[src/rtl/sweep_scheduler.sv]
// Bellman-Ford sweep sequencer: owns the adjacency-matrix write port, applies
// queued edge updates, then drives init / relax / cycle-detect engines through one sweep.
module sweep_scheduler #(
    parameter int NODES        = 16,
    parameter int PRED_WIDTH   = 3,
    parameter int WEIGHT_WIDTH = 15,
    parameter int TIMEOUT      = 4096
) (
    input  logic                    clk,
    input  logic                    reset_n,
    input  logic                    edge_valid,
    output logic                    edge_ready,
    input  logic [PRED_WIDTH:0]     edge_src,
    input  logic [PRED_WIDTH:0]     edge_dst,
    input  logic [WEIGHT_WIDTH:0]   edge_weight,
    output logic                    adjmat_wen,
    output logic [PRED_WIDTH:0]     adjmat_w_row,
    output logic [PRED_WIDTH:0]     adjmat_w_col,
    output logic [WEIGHT_WIDTH:0]   adjmat_w_data,
    output logic                    init_reset,
    input  logic                    init_done,
    output logic                    relax_reset,
    input  logic                    relax_done,
    input  logic                    relax_changed,
    output logic                    cycle_reset,
    input  logic                    cycle_done,
    output logic                    sweep_busy,
    output logic [PRED_WIDTH:0]     pass_count,
    output logic [15:0]             sweep_count,
    output logic                    timeout_err
);

    // state      | meaning
    // IDLE       | accepting updates; starts a sweep when dirty and no update pending
    // WRITE      | one-cycle adjacency-matrix write of the latched update
    // INIT_WAIT  | vertex-init engine running
    // RELAX_GO   | one-cycle relax_reset pulse to re-arm the relaxation engine
    // RELAX_WAIT | relaxation pass running
    // CYCLE_WAIT | negative-cycle detector running
    localparam logic [2:0] S_IDLE       = 3'd0;
    localparam logic [2:0] S_WRITE      = 3'd1;
    localparam logic [2:0] S_INIT_WAIT  = 3'd2;
    localparam logic [2:0] S_RELAX_GO   = 3'd3;
    localparam logic [2:0] S_RELAX_WAIT = 3'd4;
    localparam logic [2:0] S_CYCLE_WAIT = 3'd5;

    localparam int PW = PRED_WIDTH + 1;
    localparam int TW = (TIMEOUT > 2) ? $clog2(TIMEOUT) : 1;
    localparam logic [TW-1:0] TIMER_LAST = TW'(TIMEOUT - 1);
    localparam logic [PRED_WIDTH:0] LAST_PASS = PW'(NODES - 1);

    logic [2:0]          state;
    logic [2:0]          state_next;
    logic                dirty;
    logic [TW-1:0]       timer;
    logic                timer_end;
    logic [PRED_WIDTH:0] pass_inc;
    logic                accept;
    logic                start_sweep;
    logic                pass_done;
    logic                sweep_done;
    logic                timeout_hit;

    assign timer_end = (timer == TIMER_LAST);
    assign pass_inc  = pass_count + 1'b1;

    always_comb begin
        state_next  = state;
        accept      = 1'b0;
        start_sweep = 1'b0;
        pass_done   = 1'b0;
        sweep_done  = 1'b0;
        timeout_hit = 1'b0;
        case (state)
            S_IDLE: begin
                if (edge_valid && edge_ready) begin
                    accept     = 1'b1;
                    state_next = S_WRITE;
                end else if (dirty) begin
                    start_sweep = 1'b1;
                    state_next  = S_INIT_WAIT;
                end
            end
            S_WRITE: state_next = S_IDLE;
            S_INIT_WAIT: begin
                if (init_done) begin
                    state_next = S_RELAX_GO;
                end else if (timer_end) begin
                    timeout_hit = 1'b1;
                    state_next  = S_IDLE;
                end
            end
            S_RELAX_GO: state_next = S_RELAX_WAIT;
            S_RELAX_WAIT: begin
                if (relax_done) begin
                    pass_done  = 1'b1;
                    // stop early once a pass changes nothing, or after NODES-1 passes
                    state_next = (!relax_changed || pass_inc == LAST_PASS) ? S_CYCLE_WAIT
                                                                          : S_RELAX_GO;
                end else if (timer_end) begin
                    timeout_hit = 1'b1;
                    state_next  = S_IDLE;
                end
            end
            S_CYCLE_WAIT: begin
                if (cycle_done) begin
                    sweep_done = 1'b1;
                    state_next = S_IDLE;
                end else if (timer_end) begin
                    timeout_hit = 1'b1;
                    state_next  = S_IDLE;
                end
            end
            default: state_next = S_IDLE;
        endcase
    end

    // Outputs are registered from the next state so they line up with the state register.
    always_ff @(posedge clk) begin
        if (!reset_n) begin
            state         <= S_IDLE;
            dirty         <= 1'b0;
            timer         <= '0;
            edge_ready    <= 1'b0;
            adjmat_wen    <= 1'b0;
            adjmat_w_row  <= '0;
            adjmat_w_col  <= '0;
            adjmat_w_data <= '0;
            init_reset    <= 1'b1;
            relax_reset   <= 1'b1;
            cycle_reset   <= 1'b1;
            sweep_busy    <= 1'b0;
            pass_count    <= '0;
            sweep_count   <= '0;
            timeout_err   <= 1'b0;
        end else begin
            state       <= state_next;
            timer       <= (state_next != state) ? '0 : timer + 1'b1;
            edge_ready  <= (state_next == S_IDLE);
            adjmat_wen  <= (state_next == S_WRITE);
            init_reset  <= (state_next != S_INIT_WAIT);
            relax_reset <= (state_next != S_RELAX_WAIT);
            cycle_reset <= (state_next != S_CYCLE_WAIT);
            sweep_busy  <= (state_next == S_INIT_WAIT)  || (state_next == S_RELAX_GO) ||
                           (state_next == S_RELAX_WAIT) || (state_next == S_CYCLE_WAIT);
            if (accept) begin
                adjmat_w_row  <= edge_src;
                adjmat_w_col  <= edge_dst;
                adjmat_w_data <= edge_weight;
                dirty         <= 1'b1;
            end
            if (start_sweep) begin
                dirty      <= 1'b0;
                pass_count <= '0;
            end
            if (pass_done) begin
                pass_count <= pass_inc;
            end
            if (sweep_done) begin
                sweep_count <= sweep_count + 16'd1;
            end
            if (timeout_hit) begin
                timeout_err <= 1'b1;
                dirty       <= 1'b0;
            end
        end
    end

endmodule

[config.mk]
export PLATFORM = sky130hd
export DESIGN_NAME = sweep_scheduler
export DESIGN_NICKNAME = d
export VERILOG_FILES = /design/src/rtl/sweep_scheduler.sv
export SDC_FILE = /design/constraint.sdc
export NUM_CORES = 1
export LEC_CHECK = 0
export ABC_AREA = 0
export ABC_CLOCK_PERIOD_IN_PS = 5300
export BUFFER_PORTS_ARGS = -buffer_cell sky130_fd_sc_hd__clkbuf_2
export CAP_MARGIN = 25
export CORE_UTILIZATION = 55
export DETAILED_ROUTE_END_ITERATION = 7
export HOLD_SLACK_MARGIN = 0.06
export PLACE_DENSITY = 0.85
export SLEW_MARGIN = 20
export SYNTH_ARGS = -nofsm -noshare
export SYNTH_HDL_FRONTEND = slang
export SYNTH_SLANG_ARGS = --single-unit
[constraint.sdc]
create_clock -name clk -period 5.3 [get_ports clk]
set_clock_uncertainty 0.15 [all_clocks]
set_input_delay 1.06 -clock clk [delete_from_list [all_inputs] [get_ports clk]]
set_output_delay 1.06 -clock clk [all_outputs]
set_load 0.03 [all_outputs]
==> results.ini, run 1 <==
[clock_tree]
cts.sinks=67
cts.clk_slew.worst_paths_ns=0.06
postCtsSetupRepairBufs=0
cts.path.max_buffers=2
numCtsBuffers=9
post_cts_resized=0
h-tree-depth=3
clk-insertion-delay-late_ns=0.33
cts-root-buf=clkbuf_8
hold_buffers=0
tritoncts=done

[synth]
yosys.area.top_type=dfxtp_1
ys_warn_count=0
synth_seq_cells=67
yosys_most_used_dff=dfxtp_1
yosysSeqAreaShare_pct=45.1
synth_common_cells=dfxtp_1 (67), nand2_1 (60), a21boi_0 (31)
synth_nets=370
synth_top_area_share_pct=45.1
synth_area_leaders=dfxtp_1 (45%), a21boi_0 (7.8%), nand2_1 (7.6%)
synth-edff-count=0
synthArstFlopShare_pct=0
synth_cell_type_count=47
synth_area_per_cell_um2=8.87
synth.most_common_cell=dfxtp_1
synth_area_um2=2970
synthCells=335

[drt]
post_drt_wl_per_cell_um=13.0
first_iter_violations=164
routed_wl_um=6290
vias_per_cell=5.35
wl_met1_um=2910
top_layer=met4
wl_met2_um=2900
route.met3.wl_um=349
num_vias=2583
drcViolationCount=0
first_pass_iters=4
ant_nets=0

[worst_setup_path]
reg2reg_to=timer[4]$_SDFF_PP0_
endpoint_kind=flip-flop
path_delay_family=compound AO/OA/AOI/OAI gates
path_class=in2reg
critPathBufInv=1
cp.arrival_ns=2.51
cp.required_ns=5.33
path_max_fanout=12
r2r_cells=5
crit_slowest_cell=o21ai_1
max_stage_delay_ns=0.65
crit_chain=clkbuf_2 -> nor4bb_1 -> a211oi_1 -> nor2b_1 -> o21ai_1 -> nor3_1
reg2reg_slack_ns=3.00
r2r_start=timer[0]$_SDFF_PP0_
crit_path_start_kind=input pin

[min_path]
hp-class=reg2reg
whs_endpoint=adjmat_w_data[15]$_SDFFE_PN0P_
holdCritStartpoint=adjmat_w_data[15]$_SDFFE_PN0P_
hold_path_depth=2

[sta]
rsz0062_at_grt=false
slew_headroom_pct=41.5
timing.hold.ws_ns=0.318
maxSlewViolCount=0
fin_crit_ns=2.48
worst_pin_slew_ns=0.876
period_share_pct=46.8
max_clock_freq_mhz=403
finalHoldViolCount=0
finalSetupViolations=0
worst_slack_ns=2.82
fin_setup_tns_ns=0

[grt]
gr-usage-all-layers_pct=23.1
antenna_found_initial=0
grt_pass1_wl_um=9960
grt-ovfl-total=0
first_global_vias=2169
grt_max_degree=53

[cells_and_area]
drive_above_1_share_pct=24.9
nets=445
n_antenna_cell=0
area_growth_pct=19.9
design_area_um2=3560
fin_cells=483
utilization_pct=68.9

[die]
dieArea_um2=5700
start_util_pct=57.5
core_area_um2=5170
die_h_um=75.5
ioPinCount=82
fp.dieW_um=75.5
num_rows=26

[place]
post-place-ws_ns=2.42
gp_congestion=0.807
post_dp_cell_area_um2=3380
dp_hpwl_um=4280
io_buffers=81
placedCellCount=469

[power_and_ir_drop]
powerDensity_nw_per_um2=298
leakage_nw=1.47
ir_worst_vdd_v=0.000267
total_power_mw=1.06

[flow_run]
cap_violations=0

[run_status]
outcome=completed

==> report_power, final <==
group,leakage [nW],internal (mW),switching (mW)
combinational,0.835,0.0425,0.0814
clock,0.0950,0.223,0.177
sequential,0.543,0.524,0.0145
total,1.47,0.789,0.273
==> worst max-delay path by stage <==
| stage | end | from | slack, ns | depth (start not counted) |
|---|---|---|---|---|
| finish | timer[4]$_SDFF_PP0_ | edge_valid | 2.82 | 6 |
| global route | edge_ready$_SDFF_PN0_ | edge_valid | 2.52 | 6 |
| CTS | timer[1]$_SDFF_PP0_ | reset_n | 2.77 | 3 |
| detailed placement | timer[1]$_SDFF_PP0_ | reset_n | 2.42 | 3 |
| global placement | timer[1]$_SDFF_PP0_ | reset_n | 2.27 | 3 |
| floorplan | timer[1]$_SDFF_PP0_ | relax_done | 2.79 | 5 |
==> sequential cells by signal (all words and copies together), names as in the netlist, 3 cells and up <==
| signal | flops |
|---|---|
| pass_count | 4 |
| sweep_count | 16 |
| adjmat_w_data | 16 |
| adjmat_w_col | 4 |
| timer | 12 |
| state | 3 |
| adjmat_w_row | 4 |
==> cells in the final DEF, fill, tap and decap left out, drive strengths merged, types with 8 or more instances in the layout <==
cell	instances
a21boi	31
and2	16
clkbuf	92
dfxtp	67
nand2	60
nand3	10
nand4	9
nor2	10
nor2b	8
nor3	11
nor4	12
o21ai	11
xnor2	12
xor2	10
==> cell families after synthesis <==
family                     count (synthesis)  synth area share [%]
muxes                                      2                 0.673
adders and majority gates                  4                  1.68
xor gates and xnor gates                  22                  6.48
AOI/OAI and AO/OA                         59                  14.4
DFF                                       67                  45.1
buffers and inverters                     22                  3.41
and+or+nand+nor                          159                  28.3
==> tightest hold or removal path, cell delays in order (launching register included) <==
cell and delay (ns):
dfxtp_1 0.31, nand2_1 0.04, a21boi_0 0.06
==> layout make-up <==
type,instances,area [um2]
multi-input cells,246,1530
well taps,70,87.6
fillers,436,1610
flip-flops and latches,67,1340
clock buffers,11,141
inverters,5,18.8
repair buffers,81,405
clock inverters,3,40.0
==> metal layers <==
layer / vias to the layer above / global-route usage, %
met5: - / 0
met1: 1178 / 30.6
li1: 1311 / -
met3: 15 / 5.69
met2: 79 / 35.2
met4: 0 / 11.7
Power figures use the tool's default switching activity.
==> run 2: changes to the inputs <==
--- a/config.mk
+++ b/config.mk
@@ -6,13 +6,13 @@
 export NUM_CORES = 1
 export LEC_CHECK = 0
 export ABC_AREA = 0
-export ABC_CLOCK_PERIOD_IN_PS = 5300
+export ABC_CLOCK_PERIOD_IN_PS = 2300
 export BUFFER_PORTS_ARGS = -buffer_cell sky130_fd_sc_hd__clkbuf_2
 export CAP_MARGIN = 25
-export CORE_UTILIZATION = 55
+export CORE_UTILIZATION = 52
 export DETAILED_ROUTE_END_ITERATION = 7
 export HOLD_SLACK_MARGIN = 0.06
-export PLACE_DENSITY = 0.85
+export PLACE_DENSITY = 0.81
 export SLEW_MARGIN = 20
 export SYNTH_ARGS = -nofsm -noshare
 export SYNTH_HDL_FRONTEND = slang
==> constraint.sdc (replaced) <==
create_clock -name clk -period 2.3 [get_ports clk]
set_clock_uncertainty 0.15 [all_clocks]
set_input_delay 0.46 -clock clk [delete_from_list [all_inputs] [get_ports clk]]
set_output_delay 0.46 -clock clk [all_outputs]
set_load 0.03 [all_outputs]
==> run 2 against run 1 <==
  * Register-to-register slack got worse by 2.8 ns
  * Final area increased by 2.8%
  * Flip-flop and latch count unchanged
  * Sequential share of layout area decreased by 1.0 points
  * Non-clock buffer count increased by 11
  * Count of clock-buffer cells in the layout increased by 2
  * Highest routed layer unchanged
  * Die area increased by 5.6%
  * Final cell count increased by 3.1%
  * Power increased by 130%
  * Combinational power increased to 2.5 times the previous value
  * Sequential power increased by 130%
==> results.ini, run 2 (synthesis gave the netlist of run 1 again) <==
[sta]
period_share_pct=92.8
finalHoldViolCount=0
max_clock_freq_mhz=469
fin_crit_ns=2.13
finalSetupViolations=0
maxSlewViolCount=0
slew_headroom_pct=70.9
worst_pin_slew_ns=0.426
fin_setup_tns_ns=0

[cells_and_area]
nets=456
fin_cells=498
design_area_um2=3670
layout_common_cells=clkbuf_2 (81), dfxtp_1 (67), nand2_1 (60)
reg.largest.list=adjmat_w_data: 16 flops, sweep_count: 16 flops, timer: 12 flops
area_growth_pct=23.3
n_antenna_cell=0
drive_above_1_share_pct=27.5
layout_commonest_cell=clkbuf_2

[die]
start_util_pct=54.0
fp.dieW_um=77.6
num_rows=27
dieArea_um2=6020
core_area_um2=5510
die_h_um=77.6
ioPinCount=82

[worst_setup_path]
cp.arrival_ns=2.21
path_class=reg2reg
max_stage_delay_ns=0.49
path_max_fanout=12
crit_chain=ha_1 -> or4b_4 -> o2111ai_2 -> a21oi_2 -> buf_4 -> nor4b_1
crit_slowest_cell=or4b_4
crit_path_start_kind=flip-flop
cp.required_ns=2.38
endpoint_kind=flip-flop

[power_and_ir_drop]
power.switching_mw=0.647
leakage_nw=1.53
p_seq_share_pct=50.5
powerDensity_nw_per_um2=668
p_int_mw=1.80
p_clk_share_pct=36.7
p_sw_share_pct=26.4
p_comb_share_pct=12.8
ir_worst_vdd_v=0.000413

[drt]
num_vias=2603
post_drt_wl_per_cell_um=12.6
first_pass_iters=4
routed_wl_um=6300
first_iter_violations=104
vias_per_cell=5.23
ant_nets=0
drcViolationCount=0

[flow_run]
cap_violations=0

[grt]
antenna_found_initial=0
first_global_vias=2532
grt_pass1_wl_um=10700
grt_max_degree=28
grt-ovfl-total=0
gr-usage-all-layers_pct=22.1

[clock_tree]
cts.sinks=67
numCtsBuffers=9
cts-root-buf=clkbuf_8
cts.clk_slew.worst_paths_ns=0.07
cts.path.max_buffers=2
post_cts_resized=0
clk-insertion-delay-late_ns=0.33
postCtsSetupRepairBufs=0
tritoncts=done
h-tree-depth=3
hold_buffers=0

[place]
placedCellCount=482
gp_congestion=0.838
io_buffers=81
post_dp_cell_area_um2=3470
dp_hpwl_um=4580

[run_status]
outcome=completed

[min_path]
hp-class=in2reg

## run 2: cell types whose count changed in the layout (fill, tap and decap cells not counted), sizes merged
cell	delta
buf	+11
clkbuf	+2
bufinv	-1
clkinvlp	+1
## run 2: cell type report
cell class / instances / area, um2
Fill cell: 474 / 1840
Clock inverter: 3 / 21.3
Clock buffer: 13 / 169
Inverter: 5 / 18.8
Sequential cell: 67 / 1340
Multi-Input combinational cell: 246 / 1540
Timing Repair Buffer: 92 / 488
Tap cell: 72 / 90.1
## run 2: critical path, delay by kind of cell, from the launching register on
kind                       cells  cell delay [ns]
AOI/OAI and AO/OA              2             0.25
adders and majority gates      1             0.27
buffers and inverters          1             0.18
DFF                            1             0.37
and+or+nand+nor                2             0.79
## run 2: metrics by stage
| stage | setup slack [ns] | total power, mW | hold slack [ns] | utilization (%) |
|---|---|---|---|---|
| 2_1_floorplan | 0.200 | 1.47 | 0.295 | - |
| 3_3_place_gp | 0.260 | 1.57 | 0.298 | 63.0 |
| 3_5_place_dp | 0.174 | 1.57 | 0.305 | 63.0 |
| 4_1_cts | 0.132 | 2.47 | 0.189 | 66.4 |
| 5_1_grt | -0.00685 | 2.55 | 0.188 | 66.6 |
| 6_report | 0.166 | 2.45 | 0.197 | 66.6 |
## run 2: metal layers
metal	GRT usage [%]	vias to the layer above	wire, um
met4	8.68	0	93
met1	27.1	1189	2980
met2	36.9	74	2910
met3	5.65	10	310
met5	0	-	0
li1	-	1330	-
## run 2: power groups by stage
stage,Clock (mW),Combinational (mW),Sequential (mW)
after floorplan,0,0.145,1.32
after global placement,0,0.306,1.26
after detailed placement,0,0.312,1.26
after CTS,0.923,0.313,1.24
after global routing,0.967,0.343,1.24
final,0.898,0.313,1.24
## run 2: path summary, 6_finish.rpt
kind,start,cells after the start,end,slack (ns)
worst max register to register,pass_count[0]$_SDFFE_PN0P_,6,timer[1]$_SDFF_PP0_,0.17
worst min-delay path,edge_weight[13],3,adjmat_w_data[13]$_SDFFE_PN0P_,0.20
worst min register to register,adjmat_w_col[1]$_SDFFE_PN0P_,2,adjmat_w_col[1]$_SDFFE_PN0P_,0.31
worst max-delay path,pass_count[0]$_SDFFE_PN0P_,6,timer[1]$_SDFF_PP0_,0.17
==> run 3: changes to the inputs <==
--- a/config.mk
+++ b/config.mk
@@ -9,10 +9,10 @@
 export ABC_CLOCK_PERIOD_IN_PS = 2300
 export BUFFER_PORTS_ARGS = -buffer_cell sky130_fd_sc_hd__clkbuf_2
 export CAP_MARGIN = 25
-export CORE_UTILIZATION = 52
+export CORE_UTILIZATION = 37
 export DETAILED_ROUTE_END_ITERATION = 7
 export HOLD_SLACK_MARGIN = 0.06
-export PLACE_DENSITY = 0.81
+export PLACE_DENSITY = 0.62
 export SLEW_MARGIN = 20
 export SYNTH_ARGS = -nofsm -noshare
 export SYNTH_HDL_FRONTEND = slang
==> constraint.sdc (replaced) <==
create_clock -name clk -period 2.3 [get_ports clk]
set_clock_uncertainty 0.15 [all_clocks]
set_input_delay 0.46 -clock clk [delete_from_list [all_inputs] [get_ports clk]]
set_output_delay 0.46 -clock clk [all_outputs]
set_load 0.1 [all_outputs]
==> run 3 against run 2 <==
  * Power rose by 14%
  * Global-route usage fell by 6.0 points
  * Register-to-register slack improved by 0.07 ns
  * First-iteration DRC count fell by 14%
  * Flip-flop and latch count did not move
  * Clock power rose by 18%
  * Fmax rose by 3.2%
  * Largest cell class unchanged
==> results.ini, run 3 (synthesis gave the netlist of run 1 again) <==
[run_status]
outcome=completed

[die]
start_util_pct=38.3
core_area_um2=7770
dieArea_um2=8400
die_h_um=91.6
fp.dieW_um=91.6
ioPinCount=82
num_rows=32

[drt]
post_drt_wl_per_cell_um=12.3
first_iter_violations=89
ant_nets=0
drcViolationCount=0
routed_wl_um=6500
vias_per_cell=4.87
num_vias=2564
first_pass_iters=4

[worst_setup_path]
crit_path_start_kind=flip-flop
path_class=reg2reg
r2r_cells=5
path_max_fanout=11
r2r_start=state[2]$_SDFF_PN0_
crit_chain=and4b_2 -> nand3_1 -> nor4_1 -> xor2_1 -> and2_1
reg2reg_to=sweep_count[12]$_SDFFE_PN0P_
crit_slowest_cell=dfxtp_1
cp.required_ns=2.38
endpoint_kind=flip-flop
reg2reg_slack_ns=0.23
cp.arrival_ns=2.14
max_stage_delay_ns=0.55

[power_and_ir_drop]
p_seq_share_pct=44.4
power.switching_mw=0.854
p_int_mw=1.93
leakage_nw=1.54
p_sw_share_pct=30.7
p_comb_share_pct=17.7
total_power_mw=2.78
ir_worst_vdd_v=0.000475
p_clk_share_pct=38.0
powerDensity_nw_per_um2=746

[place]
io_buffers=81
post-place-ws_ns=0.156
placedCellCount=511
dp_hpwl_um=4610
gp_congestion=0.800
post_dp_cell_area_um2=3510

[cells_and_area]
nets=455
fin_cells=527
layout_commonest_cell=clkbuf_2
layout_common_cells=clkbuf_2 (81), nand2_1 (60), dfxtp_1 (56)
reg.largest.list=adjmat_w_data: 16 flops, sweep_count: 16 flops, timer: 12 flops
design_area_um2=3730
area_growth_pct=25.6
n_antenna_cell=0
drive_above_1_share_pct=29.9

[clock_tree]
clk-insertion-delay-late_ns=0.33
h-tree-depth=3
numCtsBuffers=9
cts.clk_slew.worst_paths_ns=0.08
cts.path.max_buffers=2
cts.sinks=67
tritoncts=done
cts-root-buf=clkbuf_8
hold_buffers=0
post_cts_resized=0
postCtsSetupRepairBufs=0

[grt]
grt_max_degree=30
grt_pass1_wl_um=10700
antenna_found_initial=0
first_global_vias=2275
gr-usage-all-layers_pct=16.1
grt-ovfl-total=0

[sta]
finalHoldViolCount=0
maxSlewViolCount=0
finalSetupViolations=0
period_share_pct=89.9
fin_crit_ns=2.07
worst_pin_slew_ns=0.551
slew_headroom_pct=63.2
max_clock_freq_mhz=484
worst_slack_ns=0.233
timing.hold.ws_ns=0.200

[min_path]
whs_endpoint=adjmat_w_col[0]$_SDFFE_PN0P_
hp-class=in2reg
holdCritStartpoint=edge_dst[0]
hold_path_depth=3

[flow_run]
cap_violations=0

[run 3: changes by cell type in the layout (fill, tap and decap cells not counted), sizes merged]
cell / delta
clkbuf: -3
clkinv: +1
buf: -1
bufinv: +2
[run 3: how the worst max path moves through the flow]
stage,start,end,cells past startpoint
CTS,timer[0]$_SDFF_PP0_,timer[3]$_SDFF_PP0_,7
global route,state[2]$_SDFF_PN0_,timer[1]$_SDFF_PP0_,6
finish,state[2]$_SDFF_PN0_,sweep_count[12]$_SDFFE_PN0P_,5
floorplan,sweep_count[7]$_SDFFE_PN0P_,sweep_count[15]$_SDFFE_PN0P_,4
global placement,edge_valid,edge_ready$_SDFF_PN0_,6
detailed placement,timer[0]$_SDFF_PP0_,edge_ready$_SDFF_PN0_,6
[run 3: metrics by stage]
| step | setup TNS (ns) | util [%] |
|---|---|---|
| 2_1_floorplan | 0 | - |
| 4_1_cts | 0 | 48.0 |
| 5_1_grt | -0.00845 | 48.1 |
| 3_5_place_dp | 0 | 45.2 |
| 6_report | 0 | 48.1 |
| 3_3_place_gp | 0 | 45.2 |
[run 3: critical path, delay by kind of cell, from the launching register on]
kind,cells,cell delay [ns]
and+or+nand+nor,4,1.15
DFF,1,0.55
xor gates and xnor gates,1,0.10
[run 3: layout make-up]
class                   count  area (um2)
multi-input cells         246        1530
clock buffers              10         128
inverters                   5        18.8
clock inverters             6        90.1
well taps                 102         128
repair buffers             91         480
fillers                   788        4030
flip-flops and latches     67        1360
[run 3: power groups by stage]
| stage | clock network [mW] | logic (mW) | registers, mW |
|---|---|---|---|
| 2_1_floorplan | 0 | 0.146 | 1.51 |
| 3_3_place_gp | 0 | 0.492 | 1.26 |
| 3_5_place_dp | 0 | 0.494 | 1.26 |
| 4_1_cts | 1.10 | 0.495 | 1.24 |
| 5_1_grt | 1.16 | 0.525 | 1.24 |
| 6_report | 1.06 | 0.492 | 1.24 |
[run 3: metal layers]
metal  vias up  track usage [%]  routed length, um
met3         7             5.22                308
met1      1167             21.1               3240
met2        59             24.6               2850
met5         -                0                  0
li1       1331                -                  -
met4         0             5.82                103
